<file path="config.mk">
export PLATFORM = sky130hd
export DESIGN_NAME = n_bit_seq_adder_flat
export DESIGN_NICKNAME = d
export VERILOG_FILES = /design/src/rtl/n_bit_seq_adder_if.sv /design/src/rtl/n_bit_seq_adder.sv /design/src/flat_wrapper.sv
export SDC_FILE = /design/constraint.sdc
export NUM_CORES = 1
export LEC_CHECK = 0
export CAP_MARGIN = 20
export CORE_AREA = 4 4 108 110
export DETAILED_ROUTE_END_ITERATION = 16
export DIE_AREA = 0 0 112 114
export PLACE_DENSITY = 0.73
export REMOVE_ABC_BUFFERS = 1
export SYNTH_ARGS = -nofsm -noshare
export SYNTH_HDL_FRONTEND = slang
export SYNTH_SLANG_ARGS = --single-unit
</file>
<file path="constraint.sdc">
create_clock -name clk -period 9.75 [get_ports clk]
set_clock_uncertainty 0.05 [all_clocks]
set_input_delay 1.4625 -clock clk [delete_from_list [all_inputs] [get_ports clk]]
set_output_delay 1.4625 -clock clk [all_outputs]
set_load 0.03 [all_outputs]
</file>
<file path="src/rtl/n_bit_seq_adder_if.sv">
// -----------------------------------------------------------------------------
// n_bit_seq_adder_if
//
// Purpose: bundles the operand handshake and the result handshake of the
// sequential adder/subtractor into one interface.
//
// Signals:
//   in_valid   producer -> adder   operands and mode are valid
//   in_ready   adder -> producer   adder can accept operands
//   input1     producer -> adder   operand A (WIDTH bits)
//   input2     producer -> adder   operand B (WIDTH bits)
//   sub        producer -> adder   0: A+B, 1: A-B
//   out_valid  adder -> consumer   result registers hold a completed result
//   out_ready  consumer -> adder   consumer accepts the result
//   answer     adder -> consumer   sum/difference modulo 2^WIDTH
//   carry_out  adder -> consumer   carry out of MSB (NOT-borrow for sub)
//   overflow   adder -> consumer   two's-complement overflow
//
// Modports: master = the side that supplies operands and takes results,
//           slave  = the adder itself.
// -----------------------------------------------------------------------------
interface n_bit_seq_adder_if #(
    parameter int WIDTH = 32
);
    logic             in_valid;
    logic             in_ready;
    logic [WIDTH-1:0] input1;
    logic [WIDTH-1:0] input2;
    logic             sub;
    logic             out_valid;
    logic             out_ready;
    logic [WIDTH-1:0] answer;
    logic             carry_out;
    logic             overflow;

    modport master (
        output in_valid, input1, input2, sub, out_ready,
        input  in_ready, out_valid, answer, carry_out, overflow
    );

    modport slave (
        input  in_valid, input1, input2, sub, out_ready,
        output in_ready, out_valid, answer, carry_out, overflow
    );
endinterface

</file>
<file path="src/rtl/n_bit_seq_adder.sv">
// -----------------------------------------------------------------------------
// n_bit_seq_adder
//
// Purpose: multi-cycle adder/subtractor. Operands are captured on a
// valid/ready handshake, then summed CHUNK bits per clock with a registered
// ripple carry, so no carry chain longer than CHUNK bits exists between
// registers. The result, carry-out and signed-overflow flag are presented on
// a second valid/ready handshake.
//
// Parameters:
//   WIDTH  operand/result width (default 32)
//   CHUNK  bits added per clock (default 8); WIDTH must be a multiple of
//          CHUNK and 1 <= CHUNK <= WIDTH
//
// Ports:
//   clk    rising-edge clock
//   rst    synchronous, active-high reset
//   bus    n_bit_seq_adder_if.slave (both handshakes, operands and results)
//
// Latency: out_valid rises NCHUNK edges after the accepting edge.
// Throughput: one operation every NCHUNK+2 cycles with out_ready held high.
// -----------------------------------------------------------------------------
module n_bit_seq_adder #(
    parameter int WIDTH = 32,
    parameter int CHUNK = 8
) (
    input  logic               clk,
    input  logic               rst,
    n_bit_seq_adder_if.slave   bus
);

    localparam int NCHUNK = WIDTH / CHUNK;
    localparam int KW     = (NCHUNK > 1) ? $clog2(NCHUNK) : 1;

    typedef enum logic [1:0] {
        IDLE = 2'd0,
        RUN  = 2'd1,
        DONE = 2'd2
    } state_t;

    state_t           state_q, state_d;
    logic [KW-1:0]    k_q, k_d;
    logic             c_q, c_d;
    logic [WIDTH-1:0] opa_q, opa_d;
    logic [WIDTH-1:0] opb_q, opb_d;
    logic [WIDTH-1:0] ans_q, ans_d;
    logic             co_q, co_d;
    logic             ov_q, ov_d;

    logic             in_ready;
    logic [CHUNK-1:0] a_chunk;
    logic [CHUNK-1:0] b_chunk;
    logic [CHUNK-1:0] s_chunk;
    logic             cnext;
    logic             last_chunk;

    // One CHUNK-bit slice of the ripple: returns {carry, sum}.
    function automatic logic [CHUNK:0] add_chunk(
        input logic [CHUNK-1:0] a,
        input logic [CHUNK-1:0] b,
        input logic             cin
    );
        return {1'b0, a} + {1'b0, b} + {{CHUNK{1'b0}}, cin};
    endfunction

    assign in_ready = (state_q == IDLE) && !rst;

    // Select the slice addressed by the chunk index.
    always_comb begin
        a_chunk = '0;
        b_chunk = '0;
        for (int i = 0; i < NCHUNK; i++) begin
            if (k_q == KW'(i)) begin
                a_chunk = opa_q[i*CHUNK +: CHUNK];
                b_chunk = opb_q[i*CHUNK +: CHUNK];
            end
        end
    end

    assign {cnext, s_chunk} = add_chunk(a_chunk, b_chunk, c_q);
    assign last_chunk       = (k_q == KW'(NCHUNK - 1));

    always_comb begin
        state_d = state_q;
        k_d     = k_q;
        c_d     = c_q;
        opa_d   = opa_q;
        opb_d   = opb_q;
        ans_d   = ans_q;
        co_d    = co_q;
        ov_d    = ov_q;

        unique case (state_q)
            IDLE: begin
                if (bus.in_valid && in_ready) begin
                    // Subtraction is A + ~B + 1: the +1 enters as the
                    // initial carry.
                    opa_d   = bus.input1;
                    opb_d   = bus.sub ? ~bus.input2 : bus.input2;
                    c_d     = bus.sub;
                    k_d     = '0;
                    ans_d   = '0;
                    state_d = RUN;
                end
            end

            RUN: begin
                for (int i = 0; i < NCHUNK; i++) begin
                    if (k_q == KW'(i)) begin
                        ans_d[i*CHUNK +: CHUNK] = s_chunk;
                    end
                end
                c_d = cnext;
                k_d = k_q + 1'b1;
                if (last_chunk) begin
                    co_d    = cnext;
                    // The carry into the MSB equals a^b^sum at that bit, so
                    // no separate tap into the adder is needed.
                    ov_d    = a_chunk[CHUNK-1] ^ b_chunk[CHUNK-1]
                            ^ s_chunk[CHUNK-1] ^ cnext;
                    state_d = DONE;
                end
            end

            DONE: begin
                if (bus.out_ready) begin
                    state_d = IDLE;
                end
            end

            default: begin
                state_d = IDLE;
            end
        endcase
    end

    // Control and visible result state: reset aborts any operation.
    always_ff @(posedge clk) begin
        if (rst) begin
            state_q <= IDLE;
            k_q     <= '0;
            c_q     <= 1'b0;
            ans_q   <= '0;
            co_q    <= 1'b0;
            ov_q    <= 1'b0;
        end else begin
            state_q <= state_d;
            k_q     <= k_d;
            c_q     <= c_d;
            ans_q   <= ans_d;
            co_q    <= co_d;
            ov_q    <= ov_d;
        end
    end

    // Operand registers are only consumed after a fresh capture.
    always_ff @(posedge clk) begin
        opa_q <= opa_d;
        opb_q <= opb_d;
    end

    assign bus.in_ready  = in_ready;
    assign bus.out_valid = (state_q == DONE);
    assign bus.answer    = ans_q;
    assign bus.carry_out = co_q;
    assign bus.overflow  = ov_q;

endmodule
</file>
<file path="src/flat_wrapper.sv">
// flat-port wrapper written by rule: the top's interface ports become plain ports
module n_bit_seq_adder_flat 
#(
    parameter int WIDTH = 32,
    parameter int CHUNK = 8
)
  (clk, rst, bus_in_valid, bus_input1, bus_input2, bus_sub, bus_out_ready, bus_in_ready, bus_out_valid, bus_answer, bus_carry_out, bus_overflow);
  n_bit_seq_adder_if #(.WIDTH(WIDTH)) bus_i ();
  input  logic clk;
  input  logic rst;
  input wire logic [$bits(bus_i.in_valid)-1:0] bus_in_valid;
  input wire logic [$bits(bus_i.input1)-1:0] bus_input1;
  input wire logic [$bits(bus_i.input2)-1:0] bus_input2;
  input wire logic [$bits(bus_i.sub)-1:0] bus_sub;
  input wire logic [$bits(bus_i.out_ready)-1:0] bus_out_ready;
  output wire logic [$bits(bus_i.in_ready)-1:0] bus_in_ready;
  output wire logic [$bits(bus_i.out_valid)-1:0] bus_out_valid;
  output wire logic [$bits(bus_i.answer)-1:0] bus_answer;
  output wire logic [$bits(bus_i.carry_out)-1:0] bus_carry_out;
  output wire logic [$bits(bus_i.overflow)-1:0] bus_overflow;
  assign bus_i.in_valid = bus_in_valid;
  assign bus_i.input1 = bus_input1;
  assign bus_i.input2 = bus_input2;
  assign bus_i.sub = bus_sub;
  assign bus_i.out_ready = bus_out_ready;
  assign bus_in_ready = bus_i.in_ready;
  assign bus_out_valid = bus_i.out_valid;
  assign bus_answer = bus_i.answer;
  assign bus_carry_out = bus_i.carry_out;
  assign bus_overflow = bus_i.overflow;
  n_bit_seq_adder #(.WIDTH(WIDTH), .CHUNK(CHUNK)) u_core (.clk(clk), .rst(rst), .bus(bus_i));
endmodule
</file>
==> metrics.md <==
| Metric | Value |
|---|---|
| Status | `finished, final reports clean` |
| EDFF count, synth | `64` |
| Placer Congestion | `about 0.8` |
| Wire length of the first global-routing pass | `roughly 16000 microns` |
| Vias in the first global route | `~3.5k` |
| Setup TNS | `0 ns` |
| Top Family by Delay on Critical Path | `buffers and inverters` |
| WP buf/inv | `3` |
| Met3 usage | `0.0382` |
| Clock latency at the later pin of the worst-skew pair | `0.35 ns` |
| CTS Buffer Depth | `2` |
| CTS resizes | `0` |
| Peak supply drop | `0.0656 mV` |
| Nets@finish | `629` |
| Yosys cell types | `45` |
| CP endpoint kind | `output port` |
| Shortest period the worst path allows | `4.59 ns` |
| Actual slew at the worst max-slew pin | `0.952 ns` |
| # port buffers | `104` |
| CTS buffer count | `9` |
| CORE AREA | `10700 sq um` |
| Arr. time, crit path | `3.08 ns` |
| Post-Route WL | `10200 microns` |
| Leak pwr | `about 2.1 nW` |
| Clock-pin transition on the worst setup and hold timing paths | `0.09 ns` |
| Vias/cell | `just over 5` |
| Routed via count | `3534` |
| I/O pins | `105` |
| Max_slew headroom | `0.365` |
| Final setup vio count | `0` |
| CTS HTree Levels | `3` |
| GR Layer Usage met2 | `0.257` |
| Crit-path slowest cell | `clkdlybuf4s50_1` |
| Area Growth Syn to Fin | `29.0%` |
| Hold buffers post-CTS | `0` |
| Global router's overall resource usage | `0.157` |
| Overflow after GRT | `0` |
| Main synth FF type | `edfxtp_1` |
| Final Max Slew Viols | `0` |
| Async S/R FF share, synth | `0` |
| Clock sinks | `103` |
| M1 GR Usage | `0.202` |
| WL/cell | `14.7 microns` |
| Worst hold-check path type | `reg2reg` |
| Hpwl dp | `approximately 7300 microns` |
| Tcrit/Tclk final | `0.471` |
| Worst path cell trace | `clkdlybuf4s50_1 > buf_4 > nor3_2 > clkdlybuf4s50_1` |
| PD cells | `164 nW/um^2` |
| Sequential fraction of the synthesis area | `0.569` |
| Router iterations before antenna repair | `4` |
| # DRC | `0` |
| Max Clk Rate | `0.218 GHz` |
| CTS tree | `built` |
| RSZ-0062 raised after global routing | `false` |
| Initial antenna violation count | `0` |
| 1st-iter DRT viols | `196` |
| Die Ht | `114 microns` |
| Gr busiest metal | `met2` |
| Largest net degree at the start of global routing | `67` |
| Avg Cell Area, Syn | `10.5 sq um` |
| Hold Vio Cnt, Final | `0` |
| Setup bufs post-CTS | `0` |
| Share of cells above drive strength 1 | `0.0616` |
| Commonest non-fill, non-tap cell in the layout | `clkdlybuf4s50_1` |
| CTS Root Cell | `clkbuf_8` |
| Number of diodes | `0` |
| Critical Path Fanout Max | `43` |
| Starting Density | `0.444` |
| Die width | `112 microns` |
| Required @ worst endpoint | `8.24 ns` |
| Pwr Total | `1.01 mW` |
| Cell repeated most along the worst path | `clkdlybuf4s50_1` |
| Yosys Warn Count | `0` |
| #FFs+latches synth | `103` |
| # rows | `38` |
| Max-Cap Viols | `0` |
| Netlist Area Pre-Place | `4750 sq um` |
| Synth Instances | `452` |
| CP Class | `in2out` |
| ANT nets after route | `0` |
| Die area | `12800 sq um` |
| Largest stage delay, worst path | `0.73 ns` |
| Most frequent cells in the layout | `103 x clkdlybuf4s50_1, 72 x nand2_1, 64 x edfxtp_1, 61 x a21oi_1, 39 x dfxtp_1` |
| Startpoint types | `primary input` |
-- per-layer routing --
layer	vias up	wire length, microns	part of all wire
met1	1631	4570	0.45
met3	10	665	0.065
met4	0	108	0.011
li1	1778	-	-
met5	-	0	0
met2	115	4860	0.48
-- layout make-up --
| cell class | instances | area, sq um |
|---|---|---|
| timing repair buffer | 110 | 1100 |
| clock buffer | 10 | 128 |
| sequential | 103 | 2700 |
| tap | 140 | 175 |
| multi-input combinational | 310 | 1890 |
| inverter | 13 | 48.8 |
| clock inverter | 6 | 85.1 |
| fill | 926 | 4570 |
-- report_power, final --
| part | internal, mW | total (mW) | switching [mW] |
|---|---|---|---|
| logic | 0.0987 | 0.231 | 0.133 |
| clock network | 0.144 | 0.278 | 0.134 |
| registers | 0.488 | 0.497 | 0.00921 |
-- Yosys cell counts, types with 3 or more instances --
cell type / instances / area (sq um)
nand3b_1: 17 / 128
nor2b_1: 5 / 31.3
inv_1: 12 / 45.0
o32ai_1: 4 / 35.0
mux2i_1: 5 / 50.1
dfxtp_1: 39 / 781
nand3_1: 8 / 40.0
buf_2: 5 / 25.0
nand2b_1: 6 / 37.5
a21oi_2: 4 / 35.0
a22oi_1: 3 / 22.5
ha_1: 11 / 138
nand2_1: 72 / 270
a211oi_1: 10 / 75.1
edfxtp_1: 64 / 1920
a21oi_1: 61 / 305
nor2_1: 27 / 101
o21ai_0: 15 / 75.1
xor2_1: 33 / 289
clkbuf_1: 18 / 67.6
-- registers in the layout, summed over array words and instances, names as in the netlist --
name,cells
u_core.bus.carry_out,1
u_core.bus.answer,32
u_core.opb_q,32
u_core.bus.overflow,1
u_core.state_q,2
u_core.opa_q,32
u_core.k_q,2
u_core.c_q,1
-- final timing paths --
path | from | to | slack, ns | cells after the start
min reg2reg | u_core.bus.answer[18] | u_core.bus.answer[18] | 0.41 | 2
max | rst | bus_in_ready | 5.16 | 4
min | u_core.bus.answer[18] | u_core.bus.answer[18] | 0.41 | 2
max reg2reg | u_core.k_q[0] | u_core.bus.answer[4] | 5.90 | 14
-- worst reg2reg max path, cell delays in order, from the launching register on --
cell	delay, ns
dfxtp_1	0.35
inv_1	0.11
ha_1	0.80
nand3b_1	0.16
a21oi_1	0.18
a21oi_1	0.06
nor2_1	0.09
a21oi_1	0.06
fa_1	0.48
fa_1	0.42
nand2b_1	0.19
a21oi_1	0.25
xnor2_1	0.28
nand3_1	0.14
a21oi_1	0.17
-- logic make-up after synthesis --
| kind of cell | count (synthesis) | synth area share |
|---|---|---|
| compound gates | 109 | 0.136 |
| mux | 5 | 0.0105 |
| simple gates | 148 | 0.149 |
| buf+inv | 39 | 0.0337 |
| xor+xnor | 35 | 0.0645 |
| flops | 103 | 0.569 |
| fa+ha+maj | 13 | 0.0374 |
-- stage by stage --
step / area [sq um] / cells / worst slack (ns) / hold WS (ns) / util
floorplan: 4640 / 426 / 6.27 / 0.421 / -
global placement: 5890 / 675 / 5.18 / 0.389 / 0.550
detailed placement: 5890 / 675 / 5.17 / 0.396 / 0.550
CTS: 6100 / 691 / 5.16 / 0.408 / 0.570
global route: 6130 / 692 / 5.09 / 0.422 / 0.573
finish: 6130 / 692 / 5.16 / 0.405 / 0.573
No activity file was read; power rests on OpenSTA's default activity.
